===== src/rtl/aes_selftest_manager.sv =====
// aes_selftest_manager: runs the external encrypt and decrypt cores for one key
// size, or for all three in turn. It keeps the ciphertext and the recovered
// plaintext, compares the plaintext with the reference block, drives the
// per-key-size pass/fail LEDs, and scrolls the selected result a byte at a time
// for the display.
module aes_selftest_manager #(
  parameter int DATA_W        = 128,
  parameter int TIMEOUT       = 64,
  parameter int SCROLL_CYCLES = 50_000_000
) (
  input  logic              clk,
  input  logic              reset,
  input  logic              go,
  input  logic [1:0]        sel,
  input  logic              disp_sel,
  input  logic [DATA_W-1:0] ref_block,
  output logic [1:0]        key_len,
  output logic              enc_start,
  input  logic              enc_done,
  input  logic [DATA_W-1:0] enc_data,
  output logic              dec_start,
  output logic [DATA_W-1:0] dec_in,
  input  logic              dec_done,
  input  logic [DATA_W-1:0] dec_data,
  output logic              busy,
  output logic              done,
  output logic [2:0]        pass,
  output logic [2:0]        fail,
  output logic [7:0]        disp_byte
);

  localparam int NB    = DATA_W / 8;
  localparam int IDX_W = (NB > 1) ? $clog2(NB) : 1;
  localparam int WD_W  = $clog2(TIMEOUT);
  localparam int SC_W  = (SCROLL_CYCLES > 1) ? $clog2(SCROLL_CYCLES) : 1;

  localparam logic [WD_W-1:0]  WD_LAST  = WD_W'(TIMEOUT - 1);
  localparam logic [SC_W-1:0]  SC_LAST  = SC_W'(SCROLL_CYCLES - 1);
  localparam logic [IDX_W-1:0] IDX_LAST = IDX_W'(NB - 1);

  typedef enum logic [2:0] {
    IDLE, ENC_START, ENC_WAIT, DEC_START, DEC_WAIT, CHECK, NEXT
  } state_t;

  state_t            state_q, state_d;
  logic [1:0]        mode_q, mode_d;
  logic [1:0]        m_q, m_d;
  logic [1:0]        key_len_q, key_len_d;
  logic              enc_start_q, enc_start_d;
  logic              dec_start_q, dec_start_d;
  logic              busy_q, busy_d;
  logic              done_q, done_d;
  logic [2:0]        pass_q, pass_d;
  logic [2:0]        fail_q, fail_d;
  logic [DATA_W-1:0] cipher_q, cipher_d;
  logic [DATA_W-1:0] plain_q, plain_d;
  logic [WD_W-1:0]   wd_q, wd_d;
  logic [SC_W-1:0]   sc_q, sc_d;
  logic [IDX_W-1:0]  idx_q, idx_d;

  // Next-state logic. The registered outputs are derived from the next state,
  // so a start pulse shows up in the same cycle that its START state is entered.
  always_comb begin
    state_d  = state_q;
    mode_d   = mode_q;
    m_d      = m_q;
    pass_d   = pass_q;
    fail_d   = fail_q;
    done_d   = done_q;
    cipher_d = cipher_q;
    plain_d  = plain_q;
    wd_d     = wd_q;
    sc_d     = sc_q;
    idx_d    = idx_q;
    case (state_q)
      IDLE: begin
        if (go) begin
          mode_d  = sel;
          m_d     = (sel == 2'b11) ? 2'd0 : sel;
          pass_d  = 3'b000;
          fail_d  = 3'b000;
          done_d  = 1'b0;
          idx_d   = '0;
          sc_d    = '0;
          state_d = ENC_START;
        end else if (done_q) begin
          // The display scrolls only while a finished result is on show.
          if (sc_q == SC_LAST) begin
            sc_d  = '0;
            idx_d = (idx_q == IDX_LAST) ? '0 : idx_q + IDX_W'(1);
          end else begin
            sc_d = sc_q + SC_W'(1);
          end
        end
      end
      ENC_START: begin
        wd_d    = '0;
        state_d = ENC_WAIT;
      end
      ENC_WAIT: begin
        // If done arrives in the timeout cycle, done takes priority.
        if (enc_done) begin
          cipher_d = enc_data;
          state_d  = DEC_START;
        end else if (wd_q == WD_LAST) begin
          fail_d[m_q] = 1'b1;
          state_d     = NEXT;
        end else begin
          wd_d = wd_q + WD_W'(1);
        end
      end
      DEC_START: begin
        wd_d    = '0;
        state_d = DEC_WAIT;
      end
      DEC_WAIT: begin
        if (dec_done) begin
          plain_d = dec_data;
          state_d = CHECK;
        end else if (wd_q == WD_LAST) begin
          fail_d[m_q] = 1'b1;
          state_d     = NEXT;
        end else begin
          wd_d = wd_q + WD_W'(1);
        end
      end
      CHECK: begin
        if (plain_q == ref_block) pass_d[m_q] = 1'b1;
        else                      fail_d[m_q] = 1'b1;
        state_d = NEXT;
      end
      NEXT: begin
        if (mode_q == 2'b11 && m_q < 2'd2) begin
          m_d     = m_q + 2'd1;
          state_d = ENC_START;
        end else begin
          done_d  = 1'b1;
          state_d = IDLE;
        end
      end
      default: state_d = IDLE;
    endcase
    enc_start_d = (state_d == ENC_START);
    dec_start_d = (state_d == DEC_START);
    busy_d      = (state_d != IDLE);
    key_len_d   = busy_d ? m_d : 2'd0;
  end

  // State and output registers. The asynchronous reset aborts any run at once.
  always_ff @(posedge clk or posedge reset) begin
    if (reset) begin
      state_q     <= IDLE;
      mode_q      <= 2'd0;
      m_q         <= 2'd0;
      key_len_q   <= 2'd0;
      enc_start_q <= 1'b0;
      dec_start_q <= 1'b0;
      busy_q      <= 1'b0;
      done_q      <= 1'b0;
      pass_q      <= 3'b000;
      fail_q      <= 3'b000;
      cipher_q    <= '0;
      plain_q     <= '0;
      wd_q        <= '0;
      sc_q        <= '0;
      idx_q       <= '0;
    end else begin
      state_q     <= state_d;
      mode_q      <= mode_d;
      m_q         <= m_d;
      key_len_q   <= key_len_d;
      enc_start_q <= enc_start_d;
      dec_start_q <= dec_start_d;
      busy_q      <= busy_d;
      done_q      <= done_d;
      pass_q      <= pass_d;
      fail_q      <= fail_d;
      cipher_q    <= cipher_d;
      plain_q     <= plain_d;
      wd_q        <= wd_d;
      sc_q        <= sc_d;
      idx_q       <= idx_d;
    end
  end

  // Split both result registers into bytes (byte 0 = bits [7:0]) for the display mux.
  logic [7:0] cipher_bytes [NB];
  logic [7:0] plain_bytes  [NB];
  for (genvar gi = 0; gi < NB; gi++) begin : g_bytes
    assign cipher_bytes[gi] = cipher_q[8*gi +: 8];
    assign plain_bytes[gi]  = plain_q[8*gi +: 8];
  end

  assign disp_byte = disp_sel ? plain_bytes[idx_q] : cipher_bytes[idx_q];
  assign key_len   = key_len_q;
  assign enc_start = enc_start_q;
  assign dec_start = dec_start_q;
  assign dec_in    = cipher_q;
  assign busy      = busy_q;
  assign done      = done_q;
  assign pass      = pass_q;
  assign fail      = fail_q;

endmodule


===== config.mk =====
export PLATFORM = sky130hd
export DESIGN_NAME = aes_selftest_manager
export DESIGN_NICKNAME = d
export VERILOG_FILES = /design/src/rtl/aes_selftest_manager.sv
export SDC_FILE = /design/constraint.sdc
export NUM_CORES = 1
export LEC_CHECK = 0
export BUFFER_PORTS_ARGS = -buffer_cell sky130_fd_sc_hd__buf_2
export CORE_AREA = 3 3 211 213
export CTS_CLUSTER_DIAMETER = 150
export DETAILED_ROUTE_END_ITERATION = 8
export DIE_AREA = 0 0 214 216
export HOLD_SLACK_MARGIN = 0.08
export PLACE_DENSITY = 0.6
export SLEW_MARGIN = 40
export SYNTH_ARGS = -nofsm -noshare
export SYNTH_HDL_FRONTEND = slang
export SYNTH_SLANG_ARGS = --single-unit

===== constraint.sdc =====
create_clock -name clk -period 12.2 [get_ports clk]
set_clock_uncertainty 0.15 [all_clocks]
set_input_delay 1.22 -clock clk [delete_from_list [all_inputs] [get_ports clk]]
set_output_delay 1.22 -clock clk [all_outputs]
set_load 0.02 [all_outputs]

==> impl_metrics.ini <==
[run_status]
status = completed

[placed_design]
detailed_place_hpwl_mm = 48.9
io_buffers = 539
place_area_um2 = 19100
place_congestion = 0.978
dpl_worst_slack_ps = 7810

[setup_path]
cp_cell_sequence = nand2_1 > buf_4 > o221ai_1 > nand2_1 > nand2_1 > o221ai_1 > o21ai_0 > buf_2
critPathBufInv = 2
critPathRequiredTime_ps = 10830
crit_path_max_fanout = 37
slowest_delay_ps = 800
start_kind = flip-flop
path_class = reg2out
critPathCaptureType = output pin
crit_arrival_ps = 3450
cpLargestDelayFamily = flip-flops
cpMostUsedCell = nand2_1
cpMaxStageDelayCell = dfrtp_4

[flow_run]
max_cap_violations = 0

[sta]
fin_crit_ps = 4820
fmax_ghz = 0.208
slew_headroom_pct = 43.8
setup_violations = 0
rsz0062_at_grt = no
setup_ws_ps = 7380
tightestPinTransition_ps = 843
slew_viol_final = 0
hold_violations = 0
period_share_pct = 39.5
tns_ps = 0

[detailed_routing]
post_drt_wl_per_cell_um = 25.6
dr.pass1.iters = 5
vias = 12800
viasPerCell = 5.33
drc_errors = 0
ant_nets = 0
drt_wl_total_mm = 61.5
drt_iter0_drc = 951

[synthesis]
synth_xor_area_share_pct = 7.62
ys_seq_area_share_pct = 49.1
synthArstFlopShare_pct = 100
syn-cell-area_um2 = 15900
synth_ff_type = dfrtp_1
synth_top_family_by_area = multiplexers
yosys_warnings = 0
yosys.area_share.adder_pct = 0.473
synth_compound_area_share_pct = 5.74
postSynthAreaPerCell_um2 = 12.6
synthMuxAreaShare_pct = 27.0
synthCells = 1259
ys_types = 58
synth-edff-count = 0
synth_nets = 1657
ys_seq_elements = 311
yosys.area_share.simple_pct = 7.69

[clock_network]
cts_hold_buf = 0
cts_tree = yes
cts_buffer_depth = 3
cts.sinks = 311
ctsResizeCount = 0
htree_levels = 2
cts_setup_buffers = 0
clkTransAtPathRegs_ps = 60
insertion_delay_ps = 540
root_buffer = clkbuf_16
cts_made_buffers = 37

[min_path]
hold_path.class = reg2reg

[global_route]
grt_overflow = 0
grt_pass1_wl_mm = 89.2
grt_pass1_vias = 13400
grt_max_degree = 130
grt_usage_pct = 26.0
antenna_found_initial = 21

[cells_and_area]
layout-drive-gt1-share_pct = 50.0
most-common-layout-cells = 539 x buf_2, 308 x dfrtp_1, 248 x mux2_2
final_nets = 2180
syn_to_final_growth_pct = 28.7
design_area_um2 = 20400
layout_commonest_cell = buf_2

[power_and_ir_drop]
p_leak_nw = 9.21
total_power_mw = 5.53
max-vdd-ir-drop_mv = 0.174
p_per_area_nw_per_um2 = 271

[die]
die-area_um2 = 46200
start_util_pct = 37.0
core_um2 = 42900
num_io_pins = 540
die_w_um = 214
die_h_um = 216
rows = 76
power by group:
group          leakage [nW]  internal, mW  switching (mW)
clock network         0.591         0.669           0.445
logic                  4.82          1.06            1.14
registers              3.80          1.50           0.711
Yosys cell counts (all sizes together) (6+ instances only):
cell type  instances  area [µm²]
and3              10        62.6
nand2             68         255
inv               18        67.6
mux4              32         721
clkbuf            20        75.1
o221ai            40         350
nor2b              7        43.8
nand2b             7        43.8
nor3               9        45.0
o21ai             28         140
mux2i             64         641
o31ai              6        45.0
nand3             17        85.1
nand4             24         150
xor2              75         657
mux2             260        2930
ha                 6        75.1
a21oi             23         115
xnor2             63         552
buf               47         230
and2               6        37.5
dfrtp            311        7780
o22ai             11        68.8
nor4              27         196
nor2              36         145
or2                7        43.8
layer usage:
layer / vias up / share of wire, % / GRT usage [%] / routed length [µm]
met1: 6461 / 43 / 35.2 / 26400
met2: 527 / 46 / 40.6 / 28500
met5: - / 0.11 / 0 / 70
met3: 127 / 6.9 / 5.91 / 4220
li1: 5707 / - / - / -
met4: 12 / 3.7 / 11.0 / 2300
final timing paths:
kind / cells after the start / slack [ps] / startpoint / to
worst max-delay path: 8 / 7380 / idx_q[1] / disp_byte[7]
min in group asynchronous: 2 / 580 / reset / dec_in[110]
max in group asynchronous: 4 / 9630 / reset / idx_q[0]
worst min register to register: 2 / 330 / pass[2] / pass[2]
worst max register to register: 6 / 9360 / plain_q[82] / pass[1]
worst min-delay path: 2 / 330 / pass[2] / pass[2]
through the flow:
| stage | instances | util (%) | hold WS [ps] |
|---|---|---|---|
| 6_report | 2407 | 47.6 | 330 |
| 5_1_grt | 2403 | 47.6 | 354 |
| 4_1_cts | 2391 | 47.5 | 334 |
| 3_5_place_dp | 2327 | 44.6 | 321 |
| 3_3_place_gp | 2325 | 44.5 | 323 |
| 2_1_floorplan | 1259 | - | 321 |
cell families after synthesis:
family | count (synthesis)
mux | 356
compound gates | 130
simple gates | 232
xor+xnor | 138
fa+ha+maj | 6
flops | 311
buf+inv | 86
sequential cells by signal (all words and copies together), names as in the netlist, 2 cells and up:
signal   cells
fail         3
key_len      2
m_q          2
wd_q         6
state_q      3
plain_q    128
pass         3
idx_q        4
dec_in     128
mode_q       2
sc_q        26
tightest hold or removal path: cells and delay by family, from the launching register on:
family / cells / cell delay, ps
and+or+nand+nor: 1 / 50
DFF: 1 / 340
AOI/OAI and AO/OA: 1 / 50
area by class of cell:
class	instances	area [µm²]
fill	3996	22500
sequential	311	7790
multi-input combinational	862	7720
timing repair buffer	551	2850
clock buffer	56	1110
tap	585	732
clock inverter	8	96.3
inverter	19	83.8
antenna	15	37.5
Note: power is estimated with default switching activity, not from simulation.
